==> src/rtl/write_8piso_pkg.sv <==
// Shared state encoding and defaults for the 595-style serial writer.
package write_8piso_pkg;

    typedef enum logic [1:0] {
        ST_IDLE  = 2'd0,
        ST_SETUP = 2'd1,
        ST_HIGH  = 2'd2,
        ST_LATCH = 2'd3
    } state_e;

    localparam int NBIT_DEF = 8;
    localparam int DIV_DEF  = 2;
    localparam int TICK_W   = 8;

endpackage

==> src/rtl/piso_tick_cnt.sv <==
// Half-period down-counter: reloads on load_i, saturates at zero, tc_o flags zero.
module piso_tick_cnt
    import write_8piso_pkg::*;
(
    input  logic              clk_i,
    input  logic              rst_i,
    input  logic              load_i,
    input  logic [TICK_W-1:0] load_val_i,
    output logic              tc_o
);

    logic [TICK_W-1:0] cnt_q, cnt_d;

    always_comb begin
        cnt_d = cnt_q;
        if (load_i)
            cnt_d = load_val_i;
        else if (cnt_q != '0)
            cnt_d = cnt_q - 1'b1;
    end

    always_ff @(posedge clk_i or posedge rst_i) begin
        if (rst_i) cnt_q <= '0;
        else       cnt_q <= cnt_d;
    end

    assign tc_o = (cnt_q == '0);

endmodule

==> src/rtl/write_8piso.sv <==
// Parallel-in, serial-out writer for an external 595-type shift/latch register.
// Outputs are registered from the current state, so they trail the FSM by one cycle.
module write_8piso
    import write_8piso_pkg::*;
#(
    parameter int NBIT = NBIT_DEF,
    parameter int DIV  = DIV_DEF
) (
    input  logic            Clk_I,
    input  logic            Rst_I,
    input  logic [NBIT-1:0] Parl_I,
    input  logic            Load_I,
    output logic            Ready_O,
    output logic            Ser_O,
    output logic            SRClk_O,
    output logic            RClk_O,
    output logic            Done_O
);

    localparam int                BIT_W  = (NBIT > 1) ? $clog2(NBIT) : 1;
    localparam logic [TICK_W-1:0] RELOAD = TICK_W'(DIV - 1);

    state_e            state_q, state_d;
    logic [NBIT-1:0]   sr_q, sr_d;
    logic [BIT_W-1:0]  bit_q, bit_d;
    logic              accept, tick_tc, tick_load;
    logic              ready_d, ser_d, srclk_d, rclk_d, done_d;

    assign accept    = Load_I && Ready_O;
    assign tick_load = (state_d != state_q);

    piso_tick_cnt u_tick (
        .clk_i      (Clk_I),
        .rst_i      (Rst_I),
        .load_i     (tick_load),
        .load_val_i (RELOAD),
        .tc_o       (tick_tc)
    );

    always_comb begin
        state_d = state_q;
        sr_d    = sr_q;
        bit_d   = bit_q;
        case (state_q)
            ST_IDLE: if (accept) begin
                sr_d    = Parl_I;
                bit_d   = BIT_W'(NBIT - 1);
                state_d = ST_SETUP;
            end
            ST_SETUP: if (tick_tc) state_d = ST_HIGH;
            ST_HIGH: if (tick_tc) begin
                if (bit_q == '0) begin
                    state_d = ST_LATCH;
                end else begin
                    sr_d    = sr_q << 1;
                    bit_d   = bit_q - 1'b1;
                    state_d = ST_SETUP;
                end
            end
            ST_LATCH: if (tick_tc) state_d = ST_IDLE;
            default: state_d = ST_IDLE;
        endcase
    end

    // Ser only reloads while in SETUP, so it is frozen across the whole HIGH phase.
    // Done fires on the first IDLE cycle that still sees the trailing latch pulse.
    always_comb begin
        ready_d = (state_q == ST_IDLE) && !accept;
        srclk_d = (state_q == ST_HIGH);
        rclk_d  = (state_q == ST_LATCH);
        ser_d   = (state_q == ST_SETUP) ? sr_q[NBIT-1] : Ser_O;
        done_d  = (state_q == ST_IDLE) && RClk_O;
    end

    always_ff @(posedge Clk_I or posedge Rst_I) begin
        if (Rst_I) begin
            state_q <= ST_IDLE;
            sr_q    <= '0;
            bit_q   <= '0;
            Ready_O <= 1'b1;
            Ser_O   <= 1'b0;
            SRClk_O <= 1'b0;
            RClk_O  <= 1'b0;
            Done_O  <= 1'b0;
        end else begin
            state_q <= state_d;
            sr_q    <= sr_d;
            bit_q   <= bit_d;
            Ready_O <= ready_d;
            Ser_O   <= ser_d;
            SRClk_O <= srclk_d;
            RClk_O  <= rclk_d;
            Done_O  <= done_d;
        end
    end

endmodule

==> config.mk <==
export PLATFORM = sky130hd
export DESIGN_NAME = write_8piso
export DESIGN_NICKNAME = d
export VERILOG_FILES = /design/src/rtl/write_8piso_pkg.sv /design/src/rtl/piso_tick_cnt.sv /design/src/rtl/write_8piso.sv
export SDC_FILE = /design/constraint.sdc
export NUM_CORES = 1
export LEC_CHECK = 0
export ABC_AREA = 1
export CORE_MARGIN = 4
export CORE_UTILIZATION = 55
export DETAILED_ROUTE_END_ITERATION = 10
export MAX_ROUTING_LAYER = met4
export PLACE_DENSITY_LB_ADDON = 0.25
export SLEW_MARGIN = 20
export SYNTH_ARGS = -nofsm -noshare
export SYNTH_HDL_FRONTEND = slang
export SYNTH_SLANG_ARGS = --single-unit
==> constraint.sdc <==
create_clock -name Clk_I -period 2 [get_ports Clk_I]
set_input_delay 0.4 -clock Clk_I [delete_from_list [all_inputs] [get_ports Clk_I]]
set_output_delay 0.4 -clock Clk_I [all_outputs]
set_load 0.005 [all_outputs]
==> summary.md, run 1 <==
| Metric | Value |
|---|---|
| Grt total ovfl | `0` |
| Remaining DRCs | `0` |
| Detail Placement HPWL | `just over 2 mm` |
| Num ports | `16` |
| Worst slew pin tran | `approximately 330 ps` |
| Antenna-violating nets left | `0` |
| Fin Clk Skew | `11.0 ps` |
| # resized after CTS | `0` |
| Dpl ws | `around 330 ps` |
| Final Max Tran Viols | `0` |
| Fin crit period | `~1800 ps` |
| Worst Path Required | `roughly 1600 ps` |
| Core box area | `2450 um2` |
| Fill cells | `218` |
| # diodes | `0` |
| Dpl cells | `between 200 and 250` |
| Synth top area share | `44.8%` |
| TritonCTS buffer count | `3` |
| Synth-to-Final Area Change | `16.1%` |
| Synth Register Bits | `26` |
| Post-Syn Instances | `180` |
| Max cap viols | `0` |
| Clk sink count | `26` |
| Vias post-DR | `around 1100` |
| Gr usage total | `18.6%` |
| Worst Path Buf+Inv | `1` |
| Arr. time, crit path | `1370 ps` |
| CP startpoint kind | `register` |
| Syn_nets | `194` |
| RSZ-0062 raised after global routing | `false` |
| Skew-Pair Late Insertion Delay | `approximately 320 ps` |
| IR drop worst, VDD | `around 0.00037 V` |
| Final period util | `88.4%` |
| WHS | `~400 ps` |
| Worst Setup End Kind | `primary output` |
| Largest net degree at the start of global routing | `27` |
| Setup Buffers After CTS | `0` |
| Initial Util | `between 50% and 60%` |
| Core Util, Final | `between 60% and 70%` |
| Mean post-synth cell area | `~7.8 um2` |
| Synth warn | `0` |
| Multi-input gate area | `approximately 630 um2` |
| Setup_tns | `0 ps` |
| Register area | `652 um2` |
| Slew margin rel. | `between 70% and 80%` |
| Pwr/cell area | `570 nW/um2` |
| Final WS setup | `around 230 ps` |
| Setup violations, final | `0` |
| IO Port Bufs | `15` |
| Die height | `~58 um` |
| P_leak | `~0.9 nW` |
| H-Tree Depth | `1` |
| Die X | `58.4 um` |
| Die ar. | `roughly 3400 um2` |
| Post-Syn Area | `1400 um2` |
| CTS tree | `yes` |
| WS Path Type | `reg2out` |
| Post-synthesis cell type count | `24` |
| Cell Chain, Critical Path | `clkdlybuf4s50_1` |
| Clock Path Buffers | `2` |
| Clk pin slew, worst setup/hold paths | `150 ps` |
| Worst Hold Class | `in2async` |
| Fraction of layout cells with a size suffix above 1 | `about an eighth` |
| RD Place Congestion | `0.914` |
| Final std cells w/o fill | `228` |
| Run status | `finished clean` |
| Wire length per cell | `11.7 um` |
| Endpoints failing hold | `0` |
| Cts-stage hold buffer count | `0` |
| CP Max Fanout | `3` |
| Biggest cell delay along the critical path | `between 500 and 600 ps` |
| FMAX | `0.566 GHz` |
| Vias in the first global route | `approximately 1200` |
| Drt initial violations | `between 50 and 60` |
| Clock root cell | `clkbuf_4` |
| Initial DRT Pass Iterations | `4` |
| Area leader, netlist | `dfrtp_1` |
| Post-Route WL | `between 2 and 3 mm` |
| Initial antenna violation count | `0` |
| First-pass GRT wire length | `4.82 mm` |
| Setup slack, reg-to-reg | `roughly 370 ps` |
| Vias/cell | `~5` |
| Fin nets | `213` |
| Slowest cell on the critical path | `dfstp_2` |
| Area contributors post-synth | `dfrtp_1 (45%), nand2_1 (20%), inv_1 (6.2%), nor2_1 (3.2%), ha_1 (2.7%)` |
| Sequential share of the synthesized area | `46.6%` |
| CP top delay family | `flip-flops` |
| FP Rows | `18` |
## cell usage in the layout, fill, tap and decap left out, drive strengths merged, types with 3 or more instances in the layout
cell type       n
inv            26
clkdlybuf4s50  15
o21ai           7
nand3           8
ha              3
dfrtp          25
nand2          76
clkbuf          3
nor2           19
nand4           3
## cell usage after synthesis
| master | instances |
|---|---|
| nand2_1 | 73 |
| dfrtp_1 | 25 |
| inv_1 | 23 |
| nor2_1 | 12 |
| nand3_1 | 6 |
| o21ai_0 | 6 |
| nor2_2 | 5 |
| ha_1 | 3 |
| inv_2 | 3 |
| nand2_2 | 3 |
| nand4_1 | 3 |
| buf_6 | 2 |
| nand3_2 | 2 |
| nand3b_1 | 2 |
| nor2_4 | 2 |
| xor2_1 | 2 |
| a21oi_1 | 1 |
| dfstp_2 | 1 |
| mux2_2 | 1 |
| nor3_1 | 1 |
| nor3b_1 | 1 |
| o21ai_2 | 1 |
| o21bai_4 | 1 |
| xnor2_1 | 1 |
## worst reg2reg max path, stage by stage, from the launching register on
cell and delay [ps]:
dfrtp_1 400, inv_1 130, ha_1 270, nand3_2 130, nor2_4 210, nor2_2 80
nor2_4 210, o21ai_0 110
## per-stage QoR
step	area (um2)	power, mW
after floorplan	1400	0.549
after global placement	1570	0.574
after detailed placement	1570	0.574
after CTS	1620	0.933
after global routing	1620	0.954
final	1620	0.925
## cell type report
cell class / instances / share of cell area (%)
Clock buffer: 3 / 1.39
Clock inverter: 1 / 1.85
Inverter: 26 / 6.01
Multi-Input combinational cell: 126 / 38.6
Sequential cell: 26 / 40.2
Tap cell: 30 / 2.31
Timing Repair Buffer: 16 / 9.71
## metal layers
| layer | track usage, % | share of wire (%) | up-vias |
|---|---|---|---|
| li1 | - | - | 584 |
| met1 | 21.0 | 42 | 541 |
| met2 | 33.7 | 55 | 19 |
| met3 | 1.97 | 2.7 | 4 |
| met4 | 6.62 | 0.78 | 0 |
| met5 | - | 0 | - |
## sequential cells by signal, indices dropped and copies added, names as in the netlist
register and count:
sr_q 8, u_tick.cnt_q 8, bit_q 3, state_q 2, Done_O 1, RClk_O 1
Ready_O 1, SRClk_O 1, Ser_O 1
## where the power goes
group          switching, mW  internal (mW)  leakage [nW]
clock network          0.159          0.203        0.0279
registers                  0          0.526         0.341
logic                 0.0163         0.0214         0.506
total                  0.175          0.750         0.874
## kinds of logic (layout without fill, tap and decap cells)
kind of cell             after synthesis  count (layout)  share of synthesized area, %
multiplexers                           1               1                         0.806
XOR/XNOR                               3               3                          1.88
adder cells (fa/ha/maj)                3               3                          2.69
AO/OA/AOI/OAI                          9               9                          4.48
flip-flops                            26              26                          46.6
AND/OR/NAND/NOR                      110             110                          34.9
buffers and inverters                 28              46                          8.59
## path summary, 6_finish.rpt
| check | from | end | depth (start not counted) |
|---|---|---|---|
| setup / recovery | Ready_O | Ready_O | 1 |
| min in group Clk_I | sr_q[3] | sr_q[3] | 2 |
| setup reg to reg | u_tick.cnt_q[0] | sr_q[0] | 7 |
| hold reg to reg | sr_q[3] | sr_q[3] | 2 |
| max in group asynchronous | Rst_I | Ready_O | 3 |
| hold / removal | Rst_I | u_tick.cnt_q[3] | 3 |
(Power assumes the default switching activity.)
==> run 2, diff against run 1 <==
--- a/config.mk
+++ b/config.mk
@@ -6,8 +6,7 @@
 export NUM_CORES = 1
 export LEC_CHECK = 0
 export ABC_AREA = 1
-export CORE_MARGIN = 4
-export CORE_UTILIZATION = 55
+export CORE_UTILIZATION = 59
 export DETAILED_ROUTE_END_ITERATION = 10
 export MAX_ROUTING_LAYER = met4
 export PLACE_DENSITY_LB_ADDON = 0.25
==> constraint.sdc (replaced) <==
create_clock -name Clk_I -period 2.2 [get_ports Clk_I]
set_input_delay 0.44 -clock Clk_I [delete_from_list [all_inputs] [get_ports Clk_I]]
set_output_delay 0.44 -clock Clk_I [all_outputs]
set_load 0.005 [all_outputs]
==> run 2 against run 1 <==
Combinational power is 9.3% lower. Non-clock buffer count unchanged. Register-to-register slack improved by 70 ps. Via count shrank 0.17%. Flip-flop and latch count is the same. Critical path depth unchanged. Cell count down 0.88%. Sequential power shrank 9.1%. Power decreased by 18%. Highest routed layer unchanged. Critical endpoint unchanged. Worst hold slack improved by 40 ps. Largest power group unchanged. First-iteration DRC count is 63% lower.
==> summary.md, run 2 (same netlist as run 1, synthesis figures left out) <==
| Metric | Value |
|---|---|
| Run status | `finished clean` |
| Core box area | `2210 um2 (-9.9%)` |
| # resized after CTS | `0 (unchanged)` |
| Setup slack, reg-to-reg | `440 ps (+70 ps)` |
| P_leak | `0.868 nW (-0.79%)` |
| Cts-stage hold buffer count | `0 (unchanged)` |
| First-pass GRT wire length | `4.51 mm (-6.3%)` |
| RR Endpoint | `sr_q[5]` |
| P_sw | `156 uW (-11%)` |
| Cell Chain, Critical Path | `clkdlybuf4s50_1` |
| H-Tree Depth | `1 (unchanged)` |
| Num ports | `16 (unchanged)` |
| Clock Path Buffers | `2 (unchanged)` |
| Clk sink count | `26 (unchanged)` |
| FP Rows | `17 (-1)` |
| IR drop worst, VDD | `0.000329 V (-11%)` |
| Cell Int Power | `599 uW (-20%)` |
| Fraction of layout cells with a size suffix above 1 | `12.1% (unchanged)` |
| CTS tree | `yes` |
| Fill cells | `187 (-14%)` |
| Worst Hold Class | `in2async` |
| Drt initial violations | `19 (-63%)` |
| Final Max Tran Viols | `0 (unchanged)` |
| CP startpoint kind | `register` |
| Slew margin rel. | `78.3% (+0.54 points)` |
| RD Place Congestion | `0.844 (-7.7%)` |
| Fin crit period | `1810 ps` |
| Pwr/cell area | `471 nW/um2 (-17%)` |
| Setup violations, final | `0 (unchanged)` |
| Remaining DRCs | `0 (unchanged)` |
| Switching share of power | `20.7% (+1.7 points)` |
| Antenna-violating nets left | `0 (unchanged)` |
| FMAX | `0.551 GHz` |
| RSZ-0062 raised after global routing | `false` |
| IO Port Bufs | `15 (unchanged)` |
| Slowest cell on the critical path | `dfstp_2` |
| Initial Util | `63.2% (+6.2 points)` |
| Power share of the clock group | `32.1% (-7.0 points)` |
| Comb power frac | `4.5% (+0.4 points)` |
| Endpoints failing hold | `0 (unchanged)` |
| Most frequent cells in the layout | `nand2_1 (73), dfrtp_1 (25), inv_1 (23)` |
| Post-Route WL | `2.56 mm (-4.3%)` |
| Biggest cell delay along the critical path | `560 ps (about the same)` |
| Synth-to-Final Area Change | `14.8%` |
| Wire length per cell | `11.3 um (-3.5%)` |
| Placed inst area | `1570 um2 (-0.16%)` |
| Arr. time, crit path | `1370 ps (about the same)` |
| Register area | `652 um2 (unchanged)` |
| Register share of total power | `63.3% (+6.4 points)` |
| Vias in the first global route | `1082 (-5.9%)` |
| Die height | `50.7 um (-13%)` |
| Setup_tns | `0 ps (unchanged)` |
| CP top delay family | `flip-flops` |
| Worst reg2reg path depth | `8 (+1)` |
| Initial DRT Pass Iterations | `4 (unchanged)` |
| Worst Path Buf+Inv | `1 (unchanged)` |
| Setup Buffers After CTS | `0 (unchanged)` |
| Fin Clk Skew | `4.93 ps (-6.08 ps)` |
| Max cap viols | `0 (unchanged)` |
| Skew-Pair Late Insertion Delay | `320 ps (about the same)` |
| Clock root cell | `clkbuf_4` |
| Die ar. | `2570 um2 (-25%)` |
| Fin area | `1600 um2 (-1.2%)` |
| Final period util | `between 80% and 90%` |
| Die X | `50.7 um (-13%)` |
| WS Path Type | `reg2out` |
| Clk pin slew, worst setup/hold paths | `140 ps (about the same)` |
| Gr usage total | `24.6% (+6.0 points)` |
| Worst Path Required | `1760 ps (+160 ps)` |
| Vias post-DR | `1146 (-0.17%)` |
| CP Max Fanout | `3 (unchanged)` |
| # diodes | `0 (unchanged)` |
| Largest net degree at the start of global routing | `27 (unchanged)` |
| Worst r2r src | `u_tick.cnt_q[0]` |
| Worst Setup End Kind | `primary output` |
| Worst slew pin tran | `325 ps (-8.11 ps)` |
| Fin nets | `213 (unchanged)` |
| Multi-input gate area | `626 um2 (unchanged)` |
| Vias/cell | `5.07 (+0.71%)` |
| Detail Placement HPWL | `1.94 mm (-4.0%)` |
| Grt total ovfl | `0 (unchanged)` |
| TritonCTS buffer count | `3 (unchanged)` |
| Top flop regs | `sr_q x8, u_tick.cnt_q x8, bit_q x3` |
| Leading cell type in the layout, fill and taps excluded | `nand2_1` |
| Initial antenna violation count | `0 (unchanged)` |
## run 2: how the worst max path moves through the flow
stage	depth (start not counted)	to	startpoint
global placement	7	sr_q[5]	Load_I
detailed placement	7	sr_q[5]	Load_I
finish	1	Ready_O	Ready_O
CTS	1	Ready_O	Ready_O
global route	8	sr_q[5]	u_tick.cnt_q[0]
floorplan	9	sr_q[1]	u_tick.cnt_q[0]
## run 2: power groups by stage
stage / Clock (mW) / Combinational (mW) / Sequential [mW]
2_1_floorplan: 0 / 0.0125 / 0.487
3_3_place_gp: 0 / 0.0342 / 0.487
5_1_grt: 0.259 / 0.0389 / 0.478
6_report: 0.242 / 0.0342 / 0.478
4_1_cts: 0.250 / 0.0356 / 0.478
3_5_place_dp: 0 / 0.0355 / 0.487
## run 2: final cells by class
cell class	instances	share of cell area, %
sequential	26	40.6
timing repair buffer	16	9.83
inverter	26	6.08
clock buffer	4	2.26
multi-input combinational	126	39.0
tap	28	2.18
## run 2: metrics by stage
step / power (mW) / setup WS [ps] / hold slack, ps / utilization (%) / cells
after floorplan: 0.499 / 773 / 438 / - / 180
after global placement: 0.521 / 542 / 456 / 70.9 / 222
after detailed placement: 0.522 / 490 / 461 / 70.9 / 222
after CTS: 0.764 / 372 / 455 / 72.5 / 226
after global routing: 0.776 / 300 / 489 / 72.5 / 226
final: 0.755 / 386 / 441 / 72.5 / 226
## run 2: per-layer routing
layer / wire [um] / share of wire [%] / track usage, % / up-vias
met2: 1260 / 49 / 39.3 / 23
met4: 56 / 2.2 / 11.1 / 0
met1: 1160 / 45 / 31.3 / 531
met3: 78 / 3.0 / 2.73 / 7
li1: - / - / - / 585
met5: 0 / 0 / - / -
==> run 3, diff against run 2 <==
--- a/config.mk
+++ b/config.mk
@@ -6,7 +6,7 @@
 export NUM_CORES = 1
 export LEC_CHECK = 0
 export ABC_AREA = 1
-export CORE_UTILIZATION = 59
+export CORE_UTILIZATION = 49
 export DETAILED_ROUTE_END_ITERATION = 10
 export MAX_ROUTING_LAYER = met4
 export PLACE_DENSITY_LB_ADDON = 0.25
==> constraint.sdc (replaced) <==
create_clock -name Clk_I -period 1.5 [get_ports Clk_I]
set_input_delay 0.3 -clock Clk_I [delete_from_list [all_inputs] [get_ports Clk_I]]
set_output_delay 0.3 -clock Clk_I [all_outputs]
set_load 0.005 [all_outputs]
==> run 3 against run 2 <==
Clock power grew 30%. Wire length grew 6.8%. Global-route usage is 5.2 points lower. Setup slack worse by 340 ps. Sequential power increased by 47%. Worst hold slack worse by 170 ps. Die area up 20%. First-iteration DRC count rose to 3.1 times the previous value. Power grew 42%. Register-to-register slack got worse by 360 ps. Combinational power is 60% higher. Critical endpoint is now SRClk_O. Largest cell class is now multi-input combinational cells.
==> summary.md, run 3 (same netlist as run 1, synthesis figures left out) <==
| Metric | Value |
|---|---|
| Slowest cell on the critical path | `clkdlybuf4s50_1` |
| # diodes | `0 (unchanged)` |
| Setup violations, final | `0 (unchanged)` |
| Clock root cell | `clkbuf_4` |
| Worst Setup End Kind | `primary output` |
| Initial antenna violation count | `0 (unchanged)` |
| Max cap viols | `0 (unchanged)` |
| Worst Path Buf+Inv | `1 (unchanged)` |
| Skew-Pair Late Insertion Delay | `330 ps (about the same)` |
| Cts-stage hold buffer count | `0 (unchanged)` |
| First-pass GRT wire length | `4.57 mm (+1.4%)` |
| RSZ-0062 raised after global routing | `false` |
| Fill cells | `224 (+20%)` |
| Largest net degree at the start of global routing | `27 (unchanged)` |
| Clk sink count | `26 (unchanged)` |
| FP Rows | `19 (+2)` |
| IO Port Bufs | `15 (unchanged)` |
| Post-Route WL | `2.74 mm (+6.8%)` |
| Clock Path Buffers | `2 (unchanged)` |
| CP top delay family | `buffers and inverters` |
| Dpl cells | `229 (+3.2%)` |
| WS Path Type | `reg2out` |
| Final period util | `between 90% and 100%` |
| Remaining DRCs | `0 (unchanged)` |
| Synth-to-Final Area Change | `22.6%` |
| P_leak | `0.954 nW (+9.9%)` |
| Worst Path Required | `1200 ps (-560 ps)` |
| RD Place Congestion | `0.864 (+2.4%)` |
| Setup_tns | `0 ps (unchanged)` |
| Slew margin rel. | `79.0% (+0.64 points)` |
| Fin nets | `222 (+4.2%)` |
| Biggest cell delay along the critical path | `490 ps (-70 ps)` |
| Clk pin slew, worst setup/hold paths | `140 ps (about the same)` |
| Vias in the first global route | `1071 (-1.0%)` |
| Wire length per cell | `11.5 um (+1.4%)` |
| Arr. time, crit path | `1150 ps (-220 ps)` |
| Final std cells w/o fill | `238 (+5.3%)` |
| Endpoints failing hold | `0 (unchanged)` |
| Run status | `finished clean` |
| CTS tree | `yes` |
| Fin crit period | `around 1500 ps` |
| Top flop regs | `sr_q x8, u_tick.cnt_q x8, bit_q x3` |
| Worst Hold Class | `in2async` |
| WHS | `271 ps (-170 ps)` |
| Worst slew pin tran | `315 ps (-9.84 ps)` |
| FMAX | `between 0.6 and 0.7 GHz` |
| Grt total ovfl | `0 (unchanged)` |
| Final Max Tran Viols | `0 (unchanged)` |
| Fin Clk Skew | `4.90 ps (-0.0326 ps)` |
| Most frequent cells in the layout | `nand2_1 (73), dfrtp_1 (25), inv_1 (22)` |
| Num ports | `16 (unchanged)` |
| Vias post-DR | `1157 (+0.96%)` |
| CP Max Fanout | `1 (-2)` |
| Die height | `55.4 um (+9.3%)` |
| Fraction of layout cells with a size suffix above 1 | `16.4% (+4.3 points)` |
| Die X | `55.4 um (+9.3%)` |
| Leading cell type in the layout, fill and taps excluded | `nand2_1` |
| Core Util, Final | `62.7% (-9.8 points)` |
| Core box area | `2730 um2 (+24%)` |
| H-Tree Depth | `1 (unchanged)` |
| Gr usage total | `19.4% (-5.2 points)` |
| Initial Util | `51.1% (-12 points)` |
| Vias/cell | `4.86 (-4.1%)` |
| Cell Chain, Critical Path | `clkdlybuf4s50_1` |
| Die ar. | `3070 um2 (+20%)` |
| Drt initial violations | `59 (+40)` |
| Pwr/cell area | `624 nW/um2 (+33%)` |
| Initial DRT Pass Iterations | `4 (unchanged)` |
| Detail Placement HPWL | `1.91 mm (-1.6%)` |
| CP startpoint kind | `register` |
| TritonCTS buffer count | `3 (unchanged)` |
| IR drop worst, VDD | `0.000538 V (+64%)` |
| Antenna-violating nets left | `0 (unchanged)` |
## run 3: power breakdown
group          leakage, nW  switching [mW]  total (mW)  internal (mW)
combinational        0.598          0.0226      0.0547         0.0321
sequential           0.341               0       0.701          0.701
clock               0.0150           0.210       0.315          0.104
total                0.954           0.233        1.07          0.838
## run 3: through the flow
stage               setup WS [ps]  power (mW)  instance area (um2)
finish                       45.2        1.07                 1710
global route                 12.3        1.11                 1710
CTS                          7.22        1.08                 1650
detailed placement          -22.6       0.770                 1610
global placement             10.8       0.769                 1610
floorplan                    73.2       0.733                 1400
## run 3: area by class of cell
class / instances / area, um2 / share of cell area [%]
Timing Repair Buffer: 23 / 229 / 13.4
Clock buffer: 4 / 26.3 / 1.53
Inverter: 26 / 97.6 / 5.69
Multi-Input combinational cell: 128 / 671 / 39.1
Sequential cell: 26 / 652 / 38.0
Tap cell: 31 / 38.8 / 2.26
## run 3: routing by layer
layer	wire [um]	vias up	track usage, %
met1	1240	530	24.0
met3	56	5	2.11
met2	1390	13	32.5
met4	44	0	7.50
li1	-	609	-
met5	0	-	-
## run 3: repair_timing
action	4_1_cts	5_1_grt
setup endpoints to repair	4	20
setup buffers	1	2
cloned	0	2
gates resized for setup	3	8
pin swaps	0	3
## run 3: final timing paths
path	from	end	slack (ps)	depth (start not counted)
worst min-delay path	Rst_I	u_tick.cnt_q[2]	270	3
min in group Clk_I	sr_q[3]	sr_q[3]	490	2
max in group asynchronous	Rst_I	Ready_O	990	3
worst max register to register	bit_q[0]	sr_q[6]	80	7
worst min register to register	sr_q[3]	sr_q[3]	490	2
worst max-delay path	SRClk_O	SRClk_O	50	1
